`src/rtl/pulp_clock_div_multi.sv`:
```
// ============================================================================
// Module   : pulp_clock_div_multi
// Brief    : Multi-channel clock divider/gater with glitch-free reconfiguration
//            and enable/disable applied only at output period boundaries.
// Revision : 1.0
// ============================================================================
`default_nettype none

module pulp_clock_gating (
    input  logic i_clk,
    input  logic i_en,
    input  logic i_test_en,
    output logic o_clk
);
    logic r_en_latch;

    always_latch begin
        if (!i_clk) r_en_latch <= i_en | i_test_en;
    end

    assign o_clk = i_clk & r_en_latch;
endmodule

module pulp_clock_mux2 (
    input  logic i_clk0,
    input  logic i_clk1,
    input  logic i_sel,
    output logic o_clk
);
    assign o_clk = i_sel ? i_clk1 : i_clk0;
endmodule

module pulp_clock_div_multi #(
    parameter int NUM_CH  = 4,
    parameter int DIV_W   = 8,
    parameter int RST_DIV = 1
) (
    input  logic                    clk_i,
    input  logic                    rst_i,
    input  logic                    test_mode_i,
    input  logic [NUM_CH-1:0]       en_i,
    input  logic [NUM_CH-1:0]       cfg_valid_i,
    input  logic [NUM_CH*DIV_W-1:0] cfg_div_i,
    output logic [NUM_CH-1:0]       cfg_ready_o,
    output logic [NUM_CH-1:0]       clk_o,
    output logic [NUM_CH-1:0]       busy_o
);
    localparam logic [1:0]       c_st_idle   = 2'd0;
    localparam logic [1:0]       c_st_run    = 2'd1;
    localparam logic [1:0]       c_st_drain  = 2'd2;
    localparam logic [1:0]       c_st_switch = 2'd3;
    localparam logic [DIV_W-1:0] c_rst_div   = DIV_W'(RST_DIV);
    localparam logic [DIV_W-1:0] c_one       = DIV_W'(1);

    genvar k;
    generate
        for (k = 0; k < NUM_CH; k++) begin : g_ch
            logic [1:0]       r_state, w_state_nxt;
            logic [DIV_W-1:0] r_cnt, w_cnt_nxt;
            logic [DIV_W-1:0] r_div_q, w_div_nxt;
            logic [DIV_W-1:0] r_pend_q, w_pend_nxt;
            logic             r_pend_vld, w_pend_vld_nxt;
            logic             r_cfg_ready, w_cfg_ready_nxt;
            logic             r_div_out, w_div_out_nxt;
            logic             r_icg_en, w_icg_en_nxt;
            logic             r_sel_byp, w_sel_byp_nxt;
            logic [DIV_W-1:0] w_cfg, w_new_div;
            logic             w_hs, w_byp, w_bnd, w_pend_any, w_new_byp;
            logic             w_icg_clk;

            assign w_cfg      = cfg_div_i[k*DIV_W +: DIV_W];
            assign w_hs       = cfg_valid_i[k] & r_cfg_ready;
            assign w_byp      = (r_div_q <= c_one);
            // Bypass has a boundary every cycle; divided ends on the last count
            assign w_bnd      = w_byp | (r_cnt == r_div_q - c_one);
            assign w_pend_any = r_pend_vld | w_hs;
            assign w_new_div  = r_pend_vld ? r_pend_q : w_cfg;
            assign w_new_byp  = (w_new_div <= c_one);

            always_comb begin
                w_state_nxt     = r_state;
                w_cnt_nxt       = r_cnt;
                w_div_nxt       = r_div_q;
                w_pend_nxt      = r_pend_q;
                w_pend_vld_nxt  = r_pend_vld;
                w_cfg_ready_nxt = r_cfg_ready;
                w_div_out_nxt   = 1'b0;
                case (r_state)
                    c_st_idle: begin
                        if (w_hs) w_div_nxt = w_cfg;
                        if (en_i[k]) begin
                            w_state_nxt = c_st_run;
                            w_cnt_nxt   = '0;
                        end
                    end
                    c_st_run, c_st_drain: begin
                        if (!w_byp) w_div_out_nxt = (r_cnt < (r_div_q >> 1));
                        w_cnt_nxt = w_bnd ? '0 : r_cnt + c_one;
                        if (w_hs) w_pend_nxt = w_cfg;
                        if (w_bnd) begin
                            w_pend_vld_nxt = 1'b0;
                            if (w_pend_any) begin
                                w_div_nxt = w_new_div;
                                if (w_new_byp != w_byp) begin
                                    w_state_nxt     = c_st_switch;
                                    w_cfg_ready_nxt = 1'b0;
                                end else begin
                                    w_state_nxt     = en_i[k] ? c_st_run : c_st_idle;
                                    w_cfg_ready_nxt = 1'b1;
                                end
                            end else begin
                                w_state_nxt = en_i[k] ? c_st_run : c_st_idle;
                            end
                        end else begin
                            w_pend_vld_nxt  = w_pend_any;
                            w_cfg_ready_nxt = ~w_pend_any;
                            w_state_nxt     = (!en_i[k] || w_pend_any) ? c_st_drain : c_st_run;
                        end
                    end
                    c_st_switch: begin
                        w_cnt_nxt       = '0;
                        w_cfg_ready_nxt = 1'b1;
                        w_state_nxt     = en_i[k] ? c_st_run : c_st_idle;
                    end
                    default: begin
                        w_state_nxt = c_st_idle;
                    end
                endcase
            end

            // Mux select only moves outside SWITCH, when both clock inputs are low
            assign w_sel_byp_nxt = (w_state_nxt == c_st_switch) ? r_sel_byp
                                                                : (w_div_nxt <= c_one);
            assign w_icg_en_nxt  = ((w_state_nxt == c_st_run) || (w_state_nxt == c_st_drain))
                                   && (w_div_nxt <= c_one);

            always_ff @(posedge clk_i) begin
                if (rst_i) begin
                    r_state     <= c_st_idle;
                    r_cnt       <= '0;
                    r_div_q     <= c_rst_div;
                    r_pend_q    <= '0;
                    r_pend_vld  <= 1'b0;
                    r_cfg_ready <= 1'b1;
                    r_div_out   <= 1'b0;
                    r_icg_en    <= 1'b0;
                    r_sel_byp   <= (c_rst_div <= c_one);
                end else begin
                    r_state     <= w_state_nxt;
                    r_cnt       <= w_cnt_nxt;
                    r_div_q     <= w_div_nxt;
                    r_pend_q    <= w_pend_nxt;
                    r_pend_vld  <= w_pend_vld_nxt;
                    r_cfg_ready <= w_cfg_ready_nxt;
                    r_div_out   <= w_div_out_nxt;
                    r_icg_en    <= w_icg_en_nxt;
                    r_sel_byp   <= w_sel_byp_nxt;
                end
            end

            pulp_clock_gating u_icg (
                .i_clk     (clk_i),
                .i_en      (r_icg_en),
                .i_test_en (test_mode_i),
                .o_clk     (w_icg_clk)
            );

            pulp_clock_mux2 u_mux (
                .i_clk0 (r_div_out),
                .i_clk1 (w_icg_clk),
                .i_sel  (r_sel_byp | test_mode_i),
                .o_clk  (clk_o[k])
            );

            assign cfg_ready_o[k] = r_cfg_ready;
            assign busy_o[k]      = (r_state == c_st_drain) || (r_state == c_st_switch);
        end
    endgenerate
endmodule

`default_nettype wire

```
`config.mk`:
```
export PLATFORM = sky130hd
export DESIGN_NAME = pulp_clock_div_multi
export DESIGN_NICKNAME = d
export VERILOG_FILES = /design/src/rtl/pulp_clock_div_multi.sv
export SDC_FILE = /design/constraint.sdc
export NUM_CORES = 1
export LEC_CHECK = 0
export BUFFER_PORTS_ARGS = -buffer_cell sky130_fd_sc_hd__buf_4
export CAP_MARGIN = 25
export CORE_UTILIZATION = 67
export CTS_CLUSTER_DIAMETER = 40
export DETAILED_ROUTE_END_ITERATION = 8
export PLACE_DENSITY_LB_ADDON = 0.12
export SYNTH_ARGS = -nofsm -noshare
export SYNTH_HDL_FRONTEND = slang
export SYNTH_SLANG_ARGS = --single-unit
```
`constraint.sdc`:
```
create_clock -name clk_i -period 6.45 [get_ports clk_i]
set_input_delay 1.29 -clock clk_i [delete_from_list [all_inputs] [get_ports clk_i]]
set_output_delay 1.29 -clock clk_i [all_outputs]
set_load 0.01 [all_outputs]
```
Yosys cells after proc, flatten, opt, wreduce, memory -nomap -nowiden
Index checks and enable logic that the tools add are counted.
Storage, ports and cells
  register bits after elaboration: 124
  bits in latches: 4
  output and inout port bits: 12
  word-level logic and storage cells: 268
Operators by class
  $add $sub $neg: 8
  magnitude comparators: 16
  equal/unequal tests: 40
  mux-type cells: 88
  bitwise logic cells: 32
  reduce and logical (&&, ||, !) cells: 44
Operators by type and width (count)
  two-way mux 8 bit: 24
  less-or-equal comparator 8 x 1 -> 1 bit, second input constant: 12
  one-hot mux 8 bit (3 select lines): 4
  one-hot mux 8 bit (2 select lines): 4
  two-way mux 2 bit: 20
  adder 8 x 1 -> 8 bit, second input constant: 4
  equality test 2 bit, second input constant: 16
  equality test 8 bit: 4
  less-than comparator 8 x 7 -> 1 bit: 4
  subtractor 8 x 1 -> 8 bit, second input constant: 4
  two-way mux 1 bit: 28
  one-hot mux 2 bit (3 select lines): 4
  equality test 2 x 1 -> 1 bit, second input constant: 8
  bitwise OR 1 bit: 16
  AND reduction 2 bit: 8
  logical OR 1 bit: 12
  inequality test 3 bit, second input constant: 4
  OR reduction 3 bit: 4
  bitwise AND 1 bit: 8
  logical NOT 2 bit: 4
  inequality test 2 bit, second input constant: 4
  inverter 1 bit: 8
  one-hot mux 1 bit (2 select lines): 4
  nonzero test 2 bit: 4
  4 further kinds: 16

Depth between registers and ports, before layout
Gate-level depths: netlist of the first run.
  word-level depth: 10
  mapped depth: 15
  gate-level depth less buffers: 13

Modules after synthesis
From an unflattened synthesis of the first run, not the netlist that was laid out.
Unflattened totals
  cell total of the unflattened synthesis: 1124
  area, all modules: 8703.3 sq um
By module, submodules not included
  pulp_clock_div_multi: times used 1, cells an instance 1108, area each 8533.2 sq um, seq. area each 2482.4 sq um
  pulp_clock_gating: times used 4, cells an instance 3, area each 27.5 sq um, seq. area each 0.0 sq um
  pulp_clock_mux2: times used 4, cells an instance 1, area each 15.0 sq um, seq. area each 0.0 sq um

==> impl_metrics.json, run 1 <==
{
  "num_antenna_cells": 0,
  "synth.most_common_cell": "nand2_1",
  "gp_congestion": 0.981,
  "cts_hold_buf": 0,
  "antenna_found_initial": 0,
  "setup_violations": 0,
  "final_util_pct": 78.8,
  "fp.dieH_um": 115,
  "clk_pin_slew_ns": 0.05,
  "dr.pass1.iters": 7,
  "rsz0062_at_grt": "false",
  "num_rows": 40,
  "io_buffers": 54,
  "viasPerCell": 6.32,
  "cts_setup_buffers": 0,
  "drive_gt1_share_pct": 10.9,
  "die_w_um": 115,
  "synth_top_area_share_pct": 29.1,
  "postRouteAntennaNets": 0,
  "tightest_slew_ns": 0.940,
  "grt_start_max_net_pins": 64,
  "timing.setup.tns_ns": 0,
  "max-slew-margin-rel_pct": 37.1,
  "ys_top_cells_by_area": "dfxtp_1 29%, ha_1 7.6%, a21oi_1 6.9%",
  "netlist_top_cells_count": "136 x nand2_1, 124 x dfxtp_1, 122 x nor2_1",
  "hp-class": "reg -> reg",
  "outcome": "completed",
  "yosys_register_bits": 128,
  "dpl.hpwl_um": 15100,
  "io_pins": 55,
  "tritoncts": "yes",
  "die_area_um2": 13200,
  "synth-main-ff-cell": "dfxtp_1",
  "r2r-end": "g_ch[1].u_icg.r_en_latch$_DLATCH_N_",
  "cellLeakagePower_nw": 3.80,
  "syn_nets": 1220,
  "slew_violations": 0,
  "drc": 0,
  "syn-instance-count": 1125,
  "path_class": "latch -> out",
  "initial_core_util_pct": 69.8,
  "drt_iter0_markers": 949,
  "r2r-start": "g_ch[1].r_icg_en$_SDFF_PP0_",
  "area_delta_synth_final_pct": 12.9,
  "coreArea_um2": 12200,
  "grt_pass1_wl_um": 37100,
  "drt-total-wl_um": 22200,
  "yosys_warnings": 0,
  "vias": 8400,
  "netlist_area_um2": 8520,
  "synth_edf_count": 0,
  "worst-path-max-fanout": 1,
  "yosysTopAreaCell": "dfxtp_1",
  "cap_violations": 0,
  "ys_async_sr_fraction_pct": 0,
  "cts_resized": 0,
  "avgSynthCellArea_um2": 7.58,
  "total_power_mw": 3.71,
  "worstPathArrival_ns": 4.72,
  "grtUsageTotal_pct": 35.2,
  "worstPathRequired_ns": 5.16,
  "final_hold_viol_count": 0,
  "min_from": "g_ch[2].r_pend_q[5]$_SDFFE_PP0P_",
  "grt_pass1_vias": 7884,
  "finalClockSkew_ns": 0.00723,
  "end_kind": "output port",
  "holdPathEnd": "g_ch[2].r_pend_q[5]$_SDFFE_PP0P_",
  "r2r_slack_ns": 2.64,
  "irDropWorstVdd_v": 0.000227,
  "clk_latency_ns": 0.53,
  "hold_depth": 2,
  "wl_per_cell_um": 16.7,
  "fin_ws_ns": 0.444,
  "final_nets": 1242,
  "grt-ovfl-total": 0,
  "power_density_nw_per_um2": 386,
  "synth_cell_types": 71,
  "reg2regPathDepth": 1,
  "pre_cts_ws_ns": 1.25,
  "startpoint_type": "latch"
}
[metal layers]
| layer | GRT usage, % | vias up | part of all wire, % |
|---|---|---|---|
| met5 | 0 | - | 0 |
| met4 | 15.0 | 0 | 2.5 |
| met3 | 9.28 | 60 | 7.8 |
| met2 | 55.8 | 427 | 46 |
| met1 | 45.5 | 3851 | 44 |
| li1 | - | 4062 | - |
[critical path: stages, from the launching register on]
cell	delay [ns]
dlxtn_1	0.39
nand2_1	0.04
o21ai_0	0.34
buf_4	0.20
[area by class of cell]
type / instances / area [um^2]
Multi-Input combinational cell: 891 / 5510
Fill cell: 925 / 2590
Sequential cell: 128 / 2540
Clock buffer: 31 / 598
Timing Repair Buffer: 52 / 390
Tap cell: 168 / 210
Inverter: 49 / 184
Clock inverter: 10 / 183
[how the worst max path moves through the flow]
| stage | start | to | slack (ns) |
|---|---|---|---|
| after floorplan | g_ch[1].u_icg.r_en_latch$_DLATCH_N_ | clk_o[1] | 1.26 |
| after global placement | g_ch[1].u_icg.r_en_latch$_DLATCH_N_ | clk_o[1] | 1.26 |
| after detailed placement | g_ch[1].u_icg.r_en_latch$_DLATCH_N_ | clk_o[1] | 1.25 |
| after CTS | g_ch[0].u_icg.r_en_latch$_DLATCH_N_ | clk_o[0] | 0.38 |
| after global routing | g_ch[0].u_icg.r_en_latch$_DLATCH_N_ | clk_o[0] | 0.22 |
| final | g_ch[0].u_icg.r_en_latch$_DLATCH_N_ | clk_o[0] | 0.44 |
[state kept, by name (all words and copies together) (netlist names)]
| register | cells |
|---|---|
| g_ch.r_cfg_ready | 4 |
| g_ch.u_icg.r_en_latch | 4 |
| g_ch.r_pend_q | 32 |
| g_ch.r_pend_vld | 4 |
| g_ch.r_icg_en | 4 |
| g_ch.r_div_out | 4 |
| g_ch.r_sel_byp | 4 |
| g_ch.r_cnt | 32 |
| g_ch.r_div_q | 32 |
| g_ch.r_state | 8 |
[per-stage QoR]
step | instance area (um^2) | cells | hold slack (ns)
after detailed placement | 8870 | 1292 | 0.445
after global routing | 9620 | 1329 | 0.475
after global placement | 8860 | 1291 | 0.441
after CTS | 9620 | 1329 | 0.454
final | 9620 | 1329 | 0.452
after floorplan | 8520 | 1125 | 0.431
[power breakdown]
group,leakage (nW),switching (mW),internal (mW)
combinational,2.36,0.869,0.543
clock,0.394,0.409,0.834
sequential,1.04,0.163,0.895
[logic make-up after synthesis]
family / share of synthesized area, %
xor gates and xnor gates: 4.62
DFF: 29.1
buffers and inverters: 5.51
and+or+nand+nor: 26.5
AOI/OAI and AO/OA: 22.3
latches: 0.705
muxes: 3.55
adders and majority gates: 7.63
[placed cells by master (no fill, tap or decap), types with 21 or more instances in the layout]
master     Yosys  layout
nor2_1       122     122
nor3_1        30      30
ha_1          52      52
inv_1         49      49
xnor2_1       28      28
nand3_1       25      25
clkbuf_16      0      21
o21ai_0       59      59
buf_4         11      56
dfxtp_1      124     124
a21oi_1      118     118
nand2_1      136     136
(Power assumes the default switching activity.)
==> run 2, diff against run 1 <==
--- a/config.mk
+++ b/config.mk
@@ -10,6 +10,7 @@
 export CORE_UTILIZATION = 67
 export CTS_CLUSTER_DIAMETER = 40
 export DETAILED_ROUTE_END_ITERATION = 8
+export MAX_ROUTING_LAYER = met4
 export PLACE_DENSITY_LB_ADDON = 0.12
 export SYNTH_ARGS = -nofsm -noshare
 export SYNTH_HDL_FRONTEND = slang
==> impl_metrics.json, run 2 (same netlist as run 1, synthesis figures left out) <==
{
  "setup_violations": 0,
  "min_from": "g_ch[3].r_pend_q[0]$_SDFFE_PP0P_",
  "total_power_mw": 3.63,
  "num_antenna_cells": 0,
  "initial_core_util_pct": 69.8,
  "reg.largest.list": "g_ch.r_cnt x32, g_ch.r_div_q x32, g_ch.r_pend_q x32",
  "finalClockSkew_ns": 0.00762,
  "worst-path-max-fanout": 1,
  "clk_pin_slew_ns": 0.06,
  "max-slew-margin-rel_pct": 38.4,
  "coreArea_um2": 12200,
  "drt_iter0_markers": 870,
  "holdWs_ns": 0.451,
  "gp_congestion": 0.967,
  "final_nets": 1243,
  "grt_pass1_wl_um": 36400,
  "dr.pass1.iters": 5,
  "final_util_pct": 78.5,
  "finalInstanceArea_um2": 9580,
  "viasPerCell": 6.28,
  "grt_start_max_net_pins": 100,
  "nFillCells": 928,
  "cellLeakagePower_nw": 3.79,
  "fp.dieH_um": 115,
  "worstPathArrival_ns": 4.80,
  "worstPathRequired_ns": 5.16,
  "antenna_found_initial": 0,
  "clk_latency_ns": 0.54,
  "grtUsageTotal_pct": 36.0,
  "tightest_slew_ns": 0.921,
  "wl_per_cell_um": 16.7,
  "drc": 0,
  "reg2regPathDepth": 1,
  "r2r-end": "g_ch[1].u_icg.r_en_latch$_DLATCH_N_",
  "startpoint_type": "latch",
  "power_density_nw_per_um2": 379,
  "tritoncts": "yes",
  "hold_depth": 2,
  "grt_pass1_vias": 7630,
  "regArea_um2": 2540,
  "r2r_slack_ns": 2.60,
  "slew_violations": 0,
  "die_area_um2": 13200,
  "final_common_cell": "nand2_1",
  "io_pins": 55,
  "vias": 8343,
  "path_class": "latch -> out",
  "hp-class": "reg -> reg",
  "postRouteAntennaNets": 0,
  "cts_hold_buf": 0,
  "holdPathEnd": "g_ch[3].r_pend_q[0]$_SDFFE_PP0P_",
  "end_kind": "output port",
  "dpl.hpwl_um": 15200,
  "io_buffers": 54,
  "grt-ovfl-total": 0,
  "outcome": "completed",
  "final_hold_viol_count": 0,
  "r2r-start": "g_ch[1].r_icg_en$_SDFF_PP0_",
  "drive_gt1_share_pct": 10.8,
  "irDropWorstVdd_v": 0.000197,
  "drt-total-wl_um": 22200,
  "placed_area_um2": 8870,
  "area_delta_synth_final_pct": 12.4,
  "layout_common_cells": "136 x nand2_1, 124 x dfxtp_1, 122 x nor2_1",
  "rsz0062_at_grt": "false",
  "timing.setup.tns_ns": 0,
  "cap_violations": 0,
  "cts_setup_buffers": 0,
  "cts_resized": 0,
  "num_rows": 40,
  "die_w_um": 115,
  "multi_input_area_um2": 5510
}
## run 2: report_power, final
part | internal, mW | switching [mW]
sequential | 0.895 | 0.162
clock | 0.762 | 0.406
combinational | 0.546 | 0.863
total | 2.20 | 1.43
## run 2: worst max path at each step
stage,startpoint,endpoint,slack (ns),cells after the start
after global placement,g_ch[2].u_icg.r_en_latch$_DLATCH_N_,clk_o[2],1.26,3
after CTS,g_ch[0].u_icg.r_en_latch$_DLATCH_N_,clk_o[0],0.40,3
final,g_ch[0].u_icg.r_en_latch$_DLATCH_N_,clk_o[0],0.36,3
after global routing,g_ch[0].u_icg.r_en_latch$_DLATCH_N_,clk_o[0],0.36,3
after floorplan,g_ch[1].u_icg.r_en_latch$_DLATCH_N_,clk_o[1],1.26,3
after detailed placement,g_ch[0].u_icg.r_en_latch$_DLATCH_N_,clk_o[0],1.26,3
## run 2: worst max-delay path: stages (launching register included)
cell	delay, ns
dlxtn_1	0.39
nand2_1	0.04
o21ai_0	0.41
buf_4	0.21
## run 2: metrics by stage
stage          setup WS, ns  std cells
3_5_place_dp           1.26       1292
3_3_place_gp           1.26       1292
6_report              0.356       1328
5_1_grt               0.357       1328
4_1_cts               0.395       1327
2_1_floorplan          1.26       1125
## run 2: layer usage
| layer | GRT usage (%) | part of all wire (%) | wire length (um) |
|---|---|---|---|
| met3 | 9.96 | 7.8 | 1740 |
| met4 | 14.6 | 1.7 | 378 |
| met5 | - | 0 | 0 |
| met1 | 45.9 | 45 | 9970 |
| met2 | 53.9 | 46 | 10100 |
## run 2: final cells by class
cell class | instances | share of cell area (%)
clock inverter | 6 | 1.12
clock buffer | 33 | 6.43
sequential | 128 | 26.5
tap | 168 | 2.19
inverter | 49 | 1.92
multi-input combinational | 891 | 57.5
timing repair buffer | 53 | 4.28
==> run 3, diff against run 2 <==
--- a/config.mk
+++ b/config.mk
@@ -7,7 +7,8 @@
 export LEC_CHECK = 0
 export BUFFER_PORTS_ARGS = -buffer_cell sky130_fd_sc_hd__buf_4
 export CAP_MARGIN = 25
-export CORE_UTILIZATION = 67
+export CORE_UTILIZATION = 57
+export CTS_BUF_LIST = sky130_fd_sc_hd__clkbuf_2
 export CTS_CLUSTER_DIAMETER = 40
 export DETAILED_ROUTE_END_ITERATION = 8
 export MAX_ROUTING_LAYER = met4
==> constraint.sdc (replaced) <==
create_clock -name clk_i -period 5 [get_ports clk_i]
set_input_delay 1 -clock clk_i [delete_from_list [all_inputs] [get_ports clk_i]]
set_output_delay 1 -clock clk_i [all_outputs]
set_load 0.01 [all_outputs]
==> impl_metrics.json, run 3 (same netlist as run 1, synthesis figures left out) <==
{
  "outcome": "finished with violations",
  "violations": "negative setup slack",
  "hp-class": "in -> reg",
  "antenna_found_initial": 0,
  "grtUsageTotal_pct": 28.8,
  "power_density_nw_per_um2": 418,
  "holdWs_ns": 0.405,
  "tightest_slew_ns": 0.759,
  "grt-ovfl-total": 0,
  "drt_iter0_markers": 682,
  "end_kind": "output port",
  "reg.largest.list": "g_ch.r_cnt x32, g_ch.r_div_q x32, g_ch.r_pend_q x32",
  "drc": 0,
  "initial_core_util_pct": 58.6,
  "layout_common_cells": "135 x nand2_1, 124 x dfxtp_1, 122 x nor2_1",
  "worstPathArrival_ns": 4.01,
  "cellLeakagePower_nw": 3.59,
  "regArea_um2": 2540,
  "irDropWorstVdd_v": 0.000206,
  "area_delta_synth_final_pct": 7.12,
  "cap_violations": 0,
  "clk_latency_ns": 0.83,
  "tritoncts": "yes",
  "cts_setup_buffers": 0,
  "num_antenna_cells": 0,
  "grt_pass1_vias": 7594,
  "drive_gt1_share_pct": 11.9,
  "dpl.hpwl_um": 15400,
  "timing.setup.tns_ns": -0.00812,
  "multi_input_area_um2": 5520,
  "postRouteAntennaNets": 0,
  "io_buffers": 54,
  "viasPerCell": 5.98,
  "worstPathRequired_ns": 4.00,
  "holdPathEnd": "g_ch[2].r_pend_q[3]$_SDFFE_PP0P_",
  "grt_pass1_wl_um": 36100,
  "cts_hold_buf": 0,
  "setup_violations": 2,
  "reg2regPathDepth": 12,
  "coreArea_um2": 14500,
  "die_w_um": 124,
  "nFillCells": 1367,
  "finalClockSkew_ns": 0.0309,
  "io_pins": 55,
  "final_util_pct": 62.8,
  "path_class": "latch -> out",
  "final_nets": 1244,
  "gp_congestion": 0.957,
  "slew_violations": 0,
  "clk_pin_slew_ns": 0.22,
  "total_power_mw": 3.82,
  "wl_per_cell_um": 15.7,
  "final_common_cell": "nand2_1",
  "grt_start_max_net_pins": 55,
  "min_from": "cfg_div_i[19]",
  "drt-total-wl_um": 21200,
  "num_rows": 44,
  "final_hold_viol_count": 0,
  "startpoint_type": "latch",
  "vias": 8056,
  "worst-path-max-fanout": 1,
  "pre_cts_ws_ns": 0.816,
  "die_area_um2": 15400,
  "fin_ws_ns": -0.00812,
  "r2r-start": "g_ch[2].r_div_q[0]$_SDFF_PP1_",
  "rsz0062_at_grt": "true",
  "fp.dieH_um": 124,
  "dr.pass1.iters": 6,
  "max-slew-margin-rel_pct": 49.0,
  "r2r-end": "g_ch[2].r_icg_en$_SDFF_PP0_",
  "hold_depth": 3,
  "r2r_slack_ns": 1.47
}
==> run 3: changes by cell type in the layout (fill, tap and decap cells not counted), sizes merged <==
| cell | change |
|---|---|
| buf | +1 |
| clkinv | +5 |
| bufinv | -3 |
| inv | +1 |
| clkbuf | -6 |
| clkinvlp | +5 |
==> run 3: through the flow <==
step | instances | instance area, um^2
final | 1347 | 9130
after global routing | 1347 | 9130
after floorplan | 1125 | 8520
after detailed placement | 1310 | 8900
after global placement | 1310 | 8900
after CTS | 1347 | 9120
==> run 3: worst max-delay path by stage <==
stage | from | to | slack [ns] | cells after the start
after global routing | g_ch[1].u_icg.r_en_latch$_DLATCH_N_ | clk_o[1] | -0.16 | 3
after global placement | g_ch[3].u_icg.r_en_latch$_DLATCH_N_ | clk_o[3] | 0.83 | 3
after floorplan | g_ch[1].u_icg.r_en_latch$_DLATCH_N_ | clk_o[1] | 0.83 | 3
final | g_ch[1].u_icg.r_en_latch$_DLATCH_N_ | clk_o[1] | -0.008 | 3
after detailed placement | g_ch[1].u_icg.r_en_latch$_DLATCH_N_ | clk_o[1] | 0.82 | 3
after CTS | g_ch[1].u_icg.r_en_latch$_DLATCH_N_ | clk_o[1] | -0.08 | 3
==> run 3: per-layer routing <==
layer,vias to the layer above,global-route usage (%),wire [um]
met5,-,-,0
met4,0,9.36,331
met3,35,6.49,1230
met2,248,44.1,9510
met1,3690,37.4,10100
li1,4083,-,-
==> run 3: cell type report <==
class                           instances  share of cell area (%)
Sequential cell                       128                    27.9
Clock inverter                         14                    1.04
Multi-Input combinational cell        891                    60.5
Clock buffer                           27                    1.59
Tap cell                              184                    2.52
Inverter                               49                    2.01
Timing Repair Buffer                   54                    4.44
==> run 3: worst max-delay path, cell delays in order, from the launching register on <==
cell	delay [ns]
dlxtn_1	0.43
nand2_1	0.06
o21ai_2	0.16
buf_4	0.15
==> run 3: where the power goes <==
group | switching (mW) | total, mW | internal, mW
clock | 0.486 | 0.672 | 0.186
sequential | 0.201 | 1.35 | 1.15
combinational | 1.09 | 1.79 | 0.702
total | 1.78 | 3.82 | 2.04
==> run 3: repair_timing <==
| action | 4_1_cts | 5_1_grt |
|---|---|---|
| endpoints found under the setup margin | 6 | 8 |
| pin swaps | 0 | 2 |
| endpoints found under the hold margin | 0 | 0 |
| gates resized for setup | 6 | 4 |
